## src/rtl/motion_cmd_arbiter_pkg.sv

```systemverilog
// motion_pkg: shared types and constants for the motion command arbiter.
//   motor_cmd_e : 3-bit motor codes understood by the PWM/motor driver
//   arb_state_e : arbiter sequencing states
//   src_e       : command owner encoding as driven on source_o
//   DUTY_MAX    : upper bound for any duty target, in percent
// Optional feature macro used by the arbiter: CMD_WATCHDOG_EN.
package motion_pkg;

  typedef enum logic [2:0] {
    CMD_IDLE  = 3'b000,
    CMD_FWD   = 3'b001,
    CMD_LEFT  = 3'b010,
    CMD_BRAKE = 3'b011,
    CMD_RIGHT = 3'b100,
    CMD_BACK  = 3'b101
  } motor_cmd_e;

  typedef enum logic [2:0] {
    IDLE,
    RAMP_UP,
    RUN,
    RAMP_DOWN,
    BRAKE
  } arb_state_e;

  typedef enum logic [1:0] {
    NONE = 2'b00,
    IR   = 2'b01,
    UART = 2'b10
  } src_e;

  localparam int DUTY_MAX = 100;

  // Codes that put the motor in motion (brake and idle are not motion).
  function automatic logic is_motion(input logic [2:0] code);
    return (code == CMD_FWD) || (code == CMD_LEFT) ||
           (code == CMD_RIGHT) || (code == CMD_BACK);
  endfunction

  // 110/111 are reserved and must be dropped entirely.
  function automatic logic is_known(input logic [2:0] code);
    return code <= 3'd5;
  endfunction

endpackage

```

## src/rtl/motion_cmd_arbiter_duty_ramp.sv

```systemverilog
// duty_ramp: free-running ramp prescaler plus saturating duty stepper.
// Ports:
//   clk_i        system clock
//   rst_i        synchronous active-high reset (clears prescaler and duty)
//   target_i     duty the stepper moves toward, in percent
//   enable_i     allow a step on the prescaler terminal count
//   force_zero_i drop duty to 0 on the next edge, ignoring the ramp
//   duty_o       registered duty, in percent
module duty_ramp #(
  parameter int RAMP_DIV  = 500_000,
  parameter int RAMP_STEP = 5
) (
  input  logic       clk_i,
  input  logic       rst_i,
  input  logic [6:0] target_i,
  input  logic       enable_i,
  input  logic       force_zero_i,
  output logic [6:0] duty_o
);

  localparam int         CW    = (RAMP_DIV > 1) ? $clog2(RAMP_DIV) : 1;
  localparam logic [7:0] STEP8 = 8'(RAMP_STEP);

  logic [CW-1:0] cnt_q, cnt_d;
  logic          tick;
  logic [6:0]    duty_q, duty_d;
  logic [7:0]    cur8, tgt8, up8, dn8;

  assign tick = (cnt_q == CW'(RAMP_DIV - 1));

  always_comb begin
    cnt_d  = tick ? '0 : cnt_q + CW'(1);
    cur8   = {1'b0, duty_q};
    tgt8   = {1'b0, target_i};
    up8    = cur8 + STEP8;
    dn8    = cur8 - STEP8;
    duty_d = duty_q;
    if (force_zero_i) begin
      duty_d = '0;
    end else if (enable_i && tick) begin
      // Steps in either direction land exactly on the target rather than
      // overshooting; the down path also guards against wrapping below 0.
      if (cur8 < tgt8) begin
        duty_d = (up8 >= tgt8) ? target_i : up8[6:0];
      end else if (cur8 > tgt8) begin
        duty_d = ((cur8 < STEP8) || (dn8 <= tgt8)) ? target_i : dn8[6:0];
      end
    end
  end

  always_ff @(posedge clk_i) begin
    if (rst_i) begin
      cnt_q  <= '0;
      duty_q <= '0;
    end else begin
      cnt_q  <= cnt_d;
      duty_q <= duty_d;
    end
  end

  assign duty_o = duty_q;

endmodule

```

## src/rtl/motion_cmd_arbiter.sv

```systemverilog
// motion_cmd_arbiter: shares the motor driver between the IR and UART command
// decoders, sequences direction changes through duty ramps, and applies a
// proximity safety brake.
// Ports:
//   clk_i, rst_i            clock, synchronous active-high reset
//   ir_valid_i/ir_cmd_i     IR decoder strobe and motor code
//   uart_valid_i/uart_cmd_i UART decoder strobe and motor code
//   prox_stat_i             distance, smaller is nearer
//   motor_stat_o            motor code to the driver
//   duty_o                  PWM duty, percent
//   source_o                owner: 00 none, 01 IR, 10 UART
//   blocked_o               safety brake active
// Optional feature: define CMD_WATCHDOG_EN to release an inactive owner after
// TIMEOUT_CYC cycles; without it ownership only ends on an accepted idle code.
module motion_cmd_arbiter
  import motion_pkg::*;
#(
  parameter int         RAMP_DIV    = 500_000,
  parameter int         RAMP_STEP   = 5,
  parameter int         DUTY_FAST   = 60,
  parameter int         DUTY_SLOW   = 40,
  parameter logic [3:0] PROX_FAR    = 4'd8,
`ifdef CMD_WATCHDOG_EN
  parameter int         TIMEOUT_CYC = 25_000_000,
`endif
  parameter logic [3:0] PROX_NEAR   = 4'd3
) (
  input  logic       clk_i,
  input  logic       rst_i,
  input  logic       ir_valid_i,
  input  logic [2:0] ir_cmd_i,
  input  logic       uart_valid_i,
  input  logic [2:0] uart_cmd_i,
  input  logic [3:0] prox_stat_i,
  output logic [2:0] motor_stat_o,
  output logic [6:0] duty_o,
  output logic [1:0] source_o,
  output logic       blocked_o
);

  localparam logic [6:0] FAST7 = 7'((DUTY_FAST > DUTY_MAX) ? DUTY_MAX : DUTY_FAST);
  localparam logic [6:0] SLOW7 = 7'((DUTY_SLOW > DUTY_MAX) ? DUTY_MAX : DUTY_SLOW);

  arb_state_e state_q, state_d;
  src_e       source_q, source_d;
  logic [2:0] motor_q, motor_d;
  logic [2:0] pend_q, pend_d;
  logic       blocked_q, blocked_d;

  logic       near, in_motion, acc_ir, acc_uart, acc, expire, force_zero;
  logic [2:0] cmd, pend_eff;
  logic [6:0] tgt, duty;

  assign near      = prox_stat_i < PROX_NEAR;
  assign tgt       = (prox_stat_i >= PROX_FAR) ? FAST7 : SLOW7;
  assign in_motion = (state_q == RAMP_UP) || (state_q == RUN) || (state_q == RAMP_DOWN);

  // A forward request is refused outright while an obstacle is near, so it
  // neither claims ownership nor refreshes the watchdog. IR only wins a tie
  // for a free driver when its own command is acceptable.
  assign acc_ir   = ir_valid_i && is_known(ir_cmd_i) &&
                    !((ir_cmd_i == CMD_FWD) && near) &&
                    ((source_q == NONE) || (source_q == IR));
  assign acc_uart = uart_valid_i && is_known(uart_cmd_i) &&
                    !((uart_cmd_i == CMD_FWD) && near) &&
                    ((source_q == UART) || ((source_q == NONE) && !acc_ir));
  assign acc      = acc_ir || acc_uart;
  assign cmd      = acc_ir ? ir_cmd_i : uart_cmd_i;

`ifdef CMD_WATCHDOG_EN
  localparam int WW = $clog2(TIMEOUT_CYC + 1);
  logic [WW-1:0] wdog_q, wdog_d;

  always_comb begin
    expire = 1'b0;
    wdog_d = wdog_q + WW'(1);
    if (acc || (source_q == NONE)) begin
      wdog_d = '0;
    end else if (wdog_q == WW'(TIMEOUT_CYC - 1)) begin
      expire = 1'b1;
      wdog_d = '0;
    end
  end

  always_ff @(posedge clk_i) begin
    if (rst_i) wdog_q <= '0;
    else       wdog_q <= wdog_d;
  end
`else
  assign expire = 1'b0;
`endif

  always_comb begin
    state_d   = state_q;
    motor_d   = motor_q;
    pend_d    = pend_q;
    source_d  = source_q;
    blocked_d = near ? blocked_q : 1'b0;
    pend_eff  = pend_q;

    if (acc && (source_q == NONE)) source_d = acc_ir ? IR : UART;
    if (expire)                    source_d = NONE;

    if (in_motion && (motor_q == CMD_FWD) && near) begin
      state_d   = BRAKE;
      motor_d   = CMD_BRAKE;
      blocked_d = 1'b1;
    end else if (acc && (cmd == CMD_BRAKE)) begin
      state_d = BRAKE;
      motor_d = CMD_BRAKE;
    end else begin
      case (state_q)
        IDLE: begin
          if (acc && is_motion(cmd)) begin
            state_d = RAMP_UP;
            motor_d = cmd;
          end
        end
        BRAKE: begin
          if (acc && is_motion(cmd)) begin
            state_d = RAMP_UP;
            motor_d = cmd;
          end else if ((acc && (cmd == CMD_IDLE)) || expire) begin
            state_d = IDLE;
            motor_d = CMD_IDLE;
          end
        end
        RAMP_UP, RUN: begin
          if (expire) begin
            state_d = RAMP_DOWN;
            pend_d  = CMD_IDLE;
          end else if (acc && (cmd != motor_q)) begin
            state_d = RAMP_DOWN;
            pend_d  = cmd;
          end else if ((state_q == RAMP_UP) && (duty == tgt)) begin
            state_d = RUN;
          end
        end
        RAMP_DOWN: begin
          // The newest request this cycle already counts for the turnaround.
          if (expire)   pend_eff = CMD_IDLE;
          else if (acc) pend_eff = cmd;
          pend_d = pend_eff;
          if (duty == 7'd0) begin
            state_d = (pend_eff == CMD_IDLE) ? IDLE : RAMP_UP;
            motor_d = pend_eff;
          end
        end
        default: begin
          state_d = IDLE;
          motor_d = CMD_IDLE;
        end
      endcase
    end

    // Reaching IDLE always frees the driver for either source.
    if (state_d == IDLE) source_d = NONE;
  end

  always_ff @(posedge clk_i) begin
    if (rst_i) begin
      state_q   <= IDLE;
      source_q  <= NONE;
      motor_q   <= CMD_IDLE;
      pend_q    <= CMD_IDLE;
      blocked_q <= 1'b0;
    end else begin
      state_q   <= state_d;
      source_q  <= source_d;
      motor_q   <= motor_d;
      pend_q    <= pend_d;
      blocked_q <= blocked_d;
    end
  end

  // Idle and brake hold duty at zero; entering brake bypasses the ramp.
  assign force_zero = (state_q == IDLE) || (state_q == BRAKE) || (state_d == BRAKE);

  duty_ramp #(
    .RAMP_DIV  (RAMP_DIV),
    .RAMP_STEP (RAMP_STEP)
  ) u_ramp (
    .clk_i        (clk_i),
    .rst_i        (rst_i),
    .target_i     ((state_q == RAMP_DOWN) ? 7'd0 : tgt),
    .enable_i     (1'b1),
    .force_zero_i (force_zero),
    .duty_o       (duty)
  );

  assign motor_stat_o = motor_q;
  assign duty_o       = duty;
  assign source_o     = source_q;
  assign blocked_o    = blocked_q;

endmodule
```

## config.mk

```make
export PLATFORM = sky130hd
export DESIGN_NAME = motion_cmd_arbiter
export DESIGN_NICKNAME = d
export VERILOG_FILES = /design/src/rtl/motion_cmd_arbiter_pkg.sv /design/src/rtl/motion_cmd_arbiter_duty_ramp.sv /design/src/rtl/motion_cmd_arbiter.sv
export SDC_FILE = /design/constraint.sdc
export NUM_CORES = 1
export LEC_CHECK = 0
export CORE_ASPECT_RATIO = 0.6
export CORE_MARGIN = 3
export CORE_UTILIZATION = 63
export DETAILED_ROUTE_END_ITERATION = 8
export PLACE_DENSITY = 0.86
export SLEW_MARGIN = 5
export SYNTH_ARGS = -nofsm -noshare
export SYNTH_HDL_FRONTEND = slang
export SYNTH_HIERARCHICAL = 1
export SYNTH_SLANG_ARGS = --single-unit
```

## constraint.sdc

```tcl
create_clock -name clk_i -period 7.7 [get_ports clk_i]
set_input_delay 1.54 -clock clk_i [delete_from_list [all_inputs] [get_ports clk_i]]
set_output_delay 1.54 -clock clk_i [all_outputs]
set_load 0.01 [all_outputs]
```

==> flow_summary.ini <==
[run_status]
status = finished, final reports clean

[die]
ios = 27
die-area_sq_mm = 0.00592
initial_core_util_pct = 67.0
die-width_microns = 97.3
row_count = 19
die_y_microns = 60.8
core-area_sq_mm = 0.00471

[sta]
finalSetupTns_ps = 0
maxSlewHeadroom_pct = 31.9
tightest_slew_ps = 1020
clock-skew-final_ps = 2.53
clock.fmax_ghz = 0.220
maxSlewViolCount = 0
setup_viol = 0
layout_min_cycle_time_ps = 4540
timing.final.crit_share_pct = 59.0
rsz0062_at_grt = false
hold_violations = 0

[placed_design]
io_buffer_count = 26
place_congestion = 0.922
placed_area_sq_mm = 0.00343
dp.cells = 464
dp_hpwl_mm = 6.12

[setup_path]
cp_top_family = compound AO/OA/AOI/OAI gates
crit_slowest_cell = o41ai_1
critPathMaxStageDelay_ps = 560
path_class = input pin to register
endpoint_kind = register
crit_path_start = prox_stat_i[3]
reg2reg_to = u_ramp/duty_o[3]
r2r_slack_ps = 3940
worst_r2r_path_depth = 11
startpoint_type = input pin
endpoint = u_ramp/duty_o[3]
cp.depth = 12
crit_arrival_ps = 4760
crit_buf_inv = 2
crit_fanout = 11
crit_chain = clkdlybuf4s50_1 > a211o_1 > o41ai_1 > o21ai_0 > buf_4 > a31oi_1 > nand2_1 > nor2_1 > nand2_1 > o2bb2ai_1 > a2bb2oi_1 > o21ai_0
crit_required_ps = 7920
r2r_start = state_q[1]

[clock_tree]
clock-sinks = 38
cts_tree = yes
cts_hold_buf = 0
htreeDepth = 2
cts_setup_buffers = 0
root_buffer = clkbuf_8
clk_pin_slew_worst_paths_ps = 70
cts_resized = 0
clock_tree.buffer_depth = 2
clk_latency_ps = 290
cts_buffers = 5

[grt]
grt_max_degree = 20
antenna_found_initial = 0
gr-total-overflow = 0
grtUsageTotal_pct = 27.4
grt_pass1_wl_mm = 13.1
grt_pass1_vias = 2665

[layout]
stdcell_area_sq_mm = 0.00354
final_nets = 445
layout_common_cells = nor2_1 (43), dfxtp_1 (38), clkdlybuf4s50_1 (26)
drive_gt1_share_pct = 7.11
regArea_sq_um = 761
multi_input_area_sq_mm = 0.00224
diodes = 0
layout_commonest_cell = nor2_1
area_growth_pct = 12.2
fillCellCount = 347
final_cells = 471

[yosys]
synth_edf_count = 0
synth_area_sq_mm = 0.00315
ys_seq_area_share_pct = 24.1
synthTopCellsByArea = dfxtp_1 (24%), ha_1 (9.1%), nor2_1 (5.1%)
yosysTopAreaCell = dfxtp_1
synth_simple_gate_area_share_pct = 23.9
synthCells = 379
ys.flop_type = dfxtp_1
avgSynthCellArea_sq_um = 8.32
synth_top_family_by_area = compound AO/OA/AOI/OAI gates
synth_fa_ha_area_share_pct = 9.48
synth_top_area_share_pct = 24.1
synth-xor-area-share_pct = 7.22
yosysWarnings = 6
muxShareOfSynthArea_pct = 4.44
synth.distinct_cells = 70
synth_compound_area_share_pct = 24.6
synth-seq-cells = 38
async_flop_share_pct = 0

[routing]
routed_wl_mm = 8.18
met3_length_microns = 932
antenna_left = 0
first_iter_violations = 240
wl_met1_mm = 3.84
wl_per_cell_microns = 17.4
routed.top_layer = met4
wl_met2_mm = 3.36
dr.pass1.iters = 7
vias = 3011
via_per_inst = 6.39
post-route-drc-count = 0

[power]
p_leak_uw = 0.00133
max-vdd-ir-drop_v = 0.000161
powerDensity_mw_per_mm2 = 171

[worst_hold_path]
hold_path_class = register to register
min_from = blocked_o

[job]
drv_cap = 0
==> per-stage QoR <==
| step | hold slack [ps] | power, uW | utilization, % | setup WS (ps) |
|---|---|---|---|---|
| after detailed placement | 452 | 427 | 72.8 | 2960 |
| after floorplan | 426 | 368 | - | 3930 |
| final | 467 | 605 | 75.2 | 3160 |
| after global routing | 514 | 630 | 75.2 | 2950 |
| after CTS | 466 | 600 | 75.2 | 3250 |
| after global placement | 450 | 423 | 72.8 | 3200 |
==> state kept, by name, summed over array words and instances, names as in the netlist <==
name	count
source_o	2
pend_q	3
u_ramp/cnt_q	19
blocked_o	1
state_q	3
u_ramp/duty_o	7
motor_stat_o	3
==> power breakdown <==
| group | leakage [uW] | total (uW) | switching [uW] | internal (uW) |
|---|---|---|---|---|
| sequential | 0.000308 | 234 | 22.1 | 212 |
| clock | 0.0000573 | 174 | 70.5 | 104 |
| combinational | 0.000965 | 197 | 112 | 84.7 |
| total | 0.00133 | 605 | 205 | 400 |
==> worst min-delay path, delay by kind of cell (launching register included) <==
| family | cells | cell delay (ps) |
|---|---|---|
| DFF | 1 | 320 |
| buffers and inverters | 1 | 50 |
| AOI/OAI and AO/OA | 1 | 50 |
==> worst min path at each step <==
stage	end	slack, ps	depth (start not counted)
after floorplan	u_ramp/cnt_q[0]	430	1
after global placement	u_ramp/cnt_q[0]	450	1
after detailed placement	blocked_o	450	2
after CTS	blocked_o	470	2
after global routing	blocked_o	510	2
final	blocked_o	470	2
==> area by class of cell <==
type	instances	share of cell area [%]
clock buffers	6	2.33
clock inverters	1	0.849
inverters	22	2.33
multi-input cells	314	63.2
flip-flops and latches	38	21.5
well taps	63	2.23
repair buffers	27	7.57
==> synthesized netlist by cell type, drive strengths merged (5+ instances only) <==
cell type and n:
a21oi 21, ha 23, nand3 13, xnor2 16
mux2i 14, dfxtp 38, inv 22, o21ai 15
nand2 21, xor2 10, clkbuf 5, nor2b 9
and4 5, o21bai 5, buf 9, nor3 8
nand4 5, nor4 6, a211oi 6, o221ai 5
or3 5, nor2 43
==> layer usage <==
| metal | up-vias | track usage (%) |
|---|---|---|
| met5 | - | 0 |
| met4 | 0 | 5.33 |
| met1 | 1376 | 39.3 |
| met2 | 159 | 41.6 |
| li1 | 1463 | - |
| met3 | 13 | 8.15 |
==> cells by family (layout without fill, tap and decap cells) <==
| group | after synthesis | in the layout |
|---|---|---|
| buffers and inverters | 36 | 56 |
| AND/OR/NAND/NOR | 136 | 136 |
| other | 2 | 11 |
| multiplexers | 14 | 14 |
| adder cells (fa/ha/maj) | 24 | 24 |
| AO/OA/AOI/OAI | 103 | 103 |
| XOR/XNOR | 26 | 26 |
| flip-flops | 38 | 38 |
(Power assumes the default switching activity.)
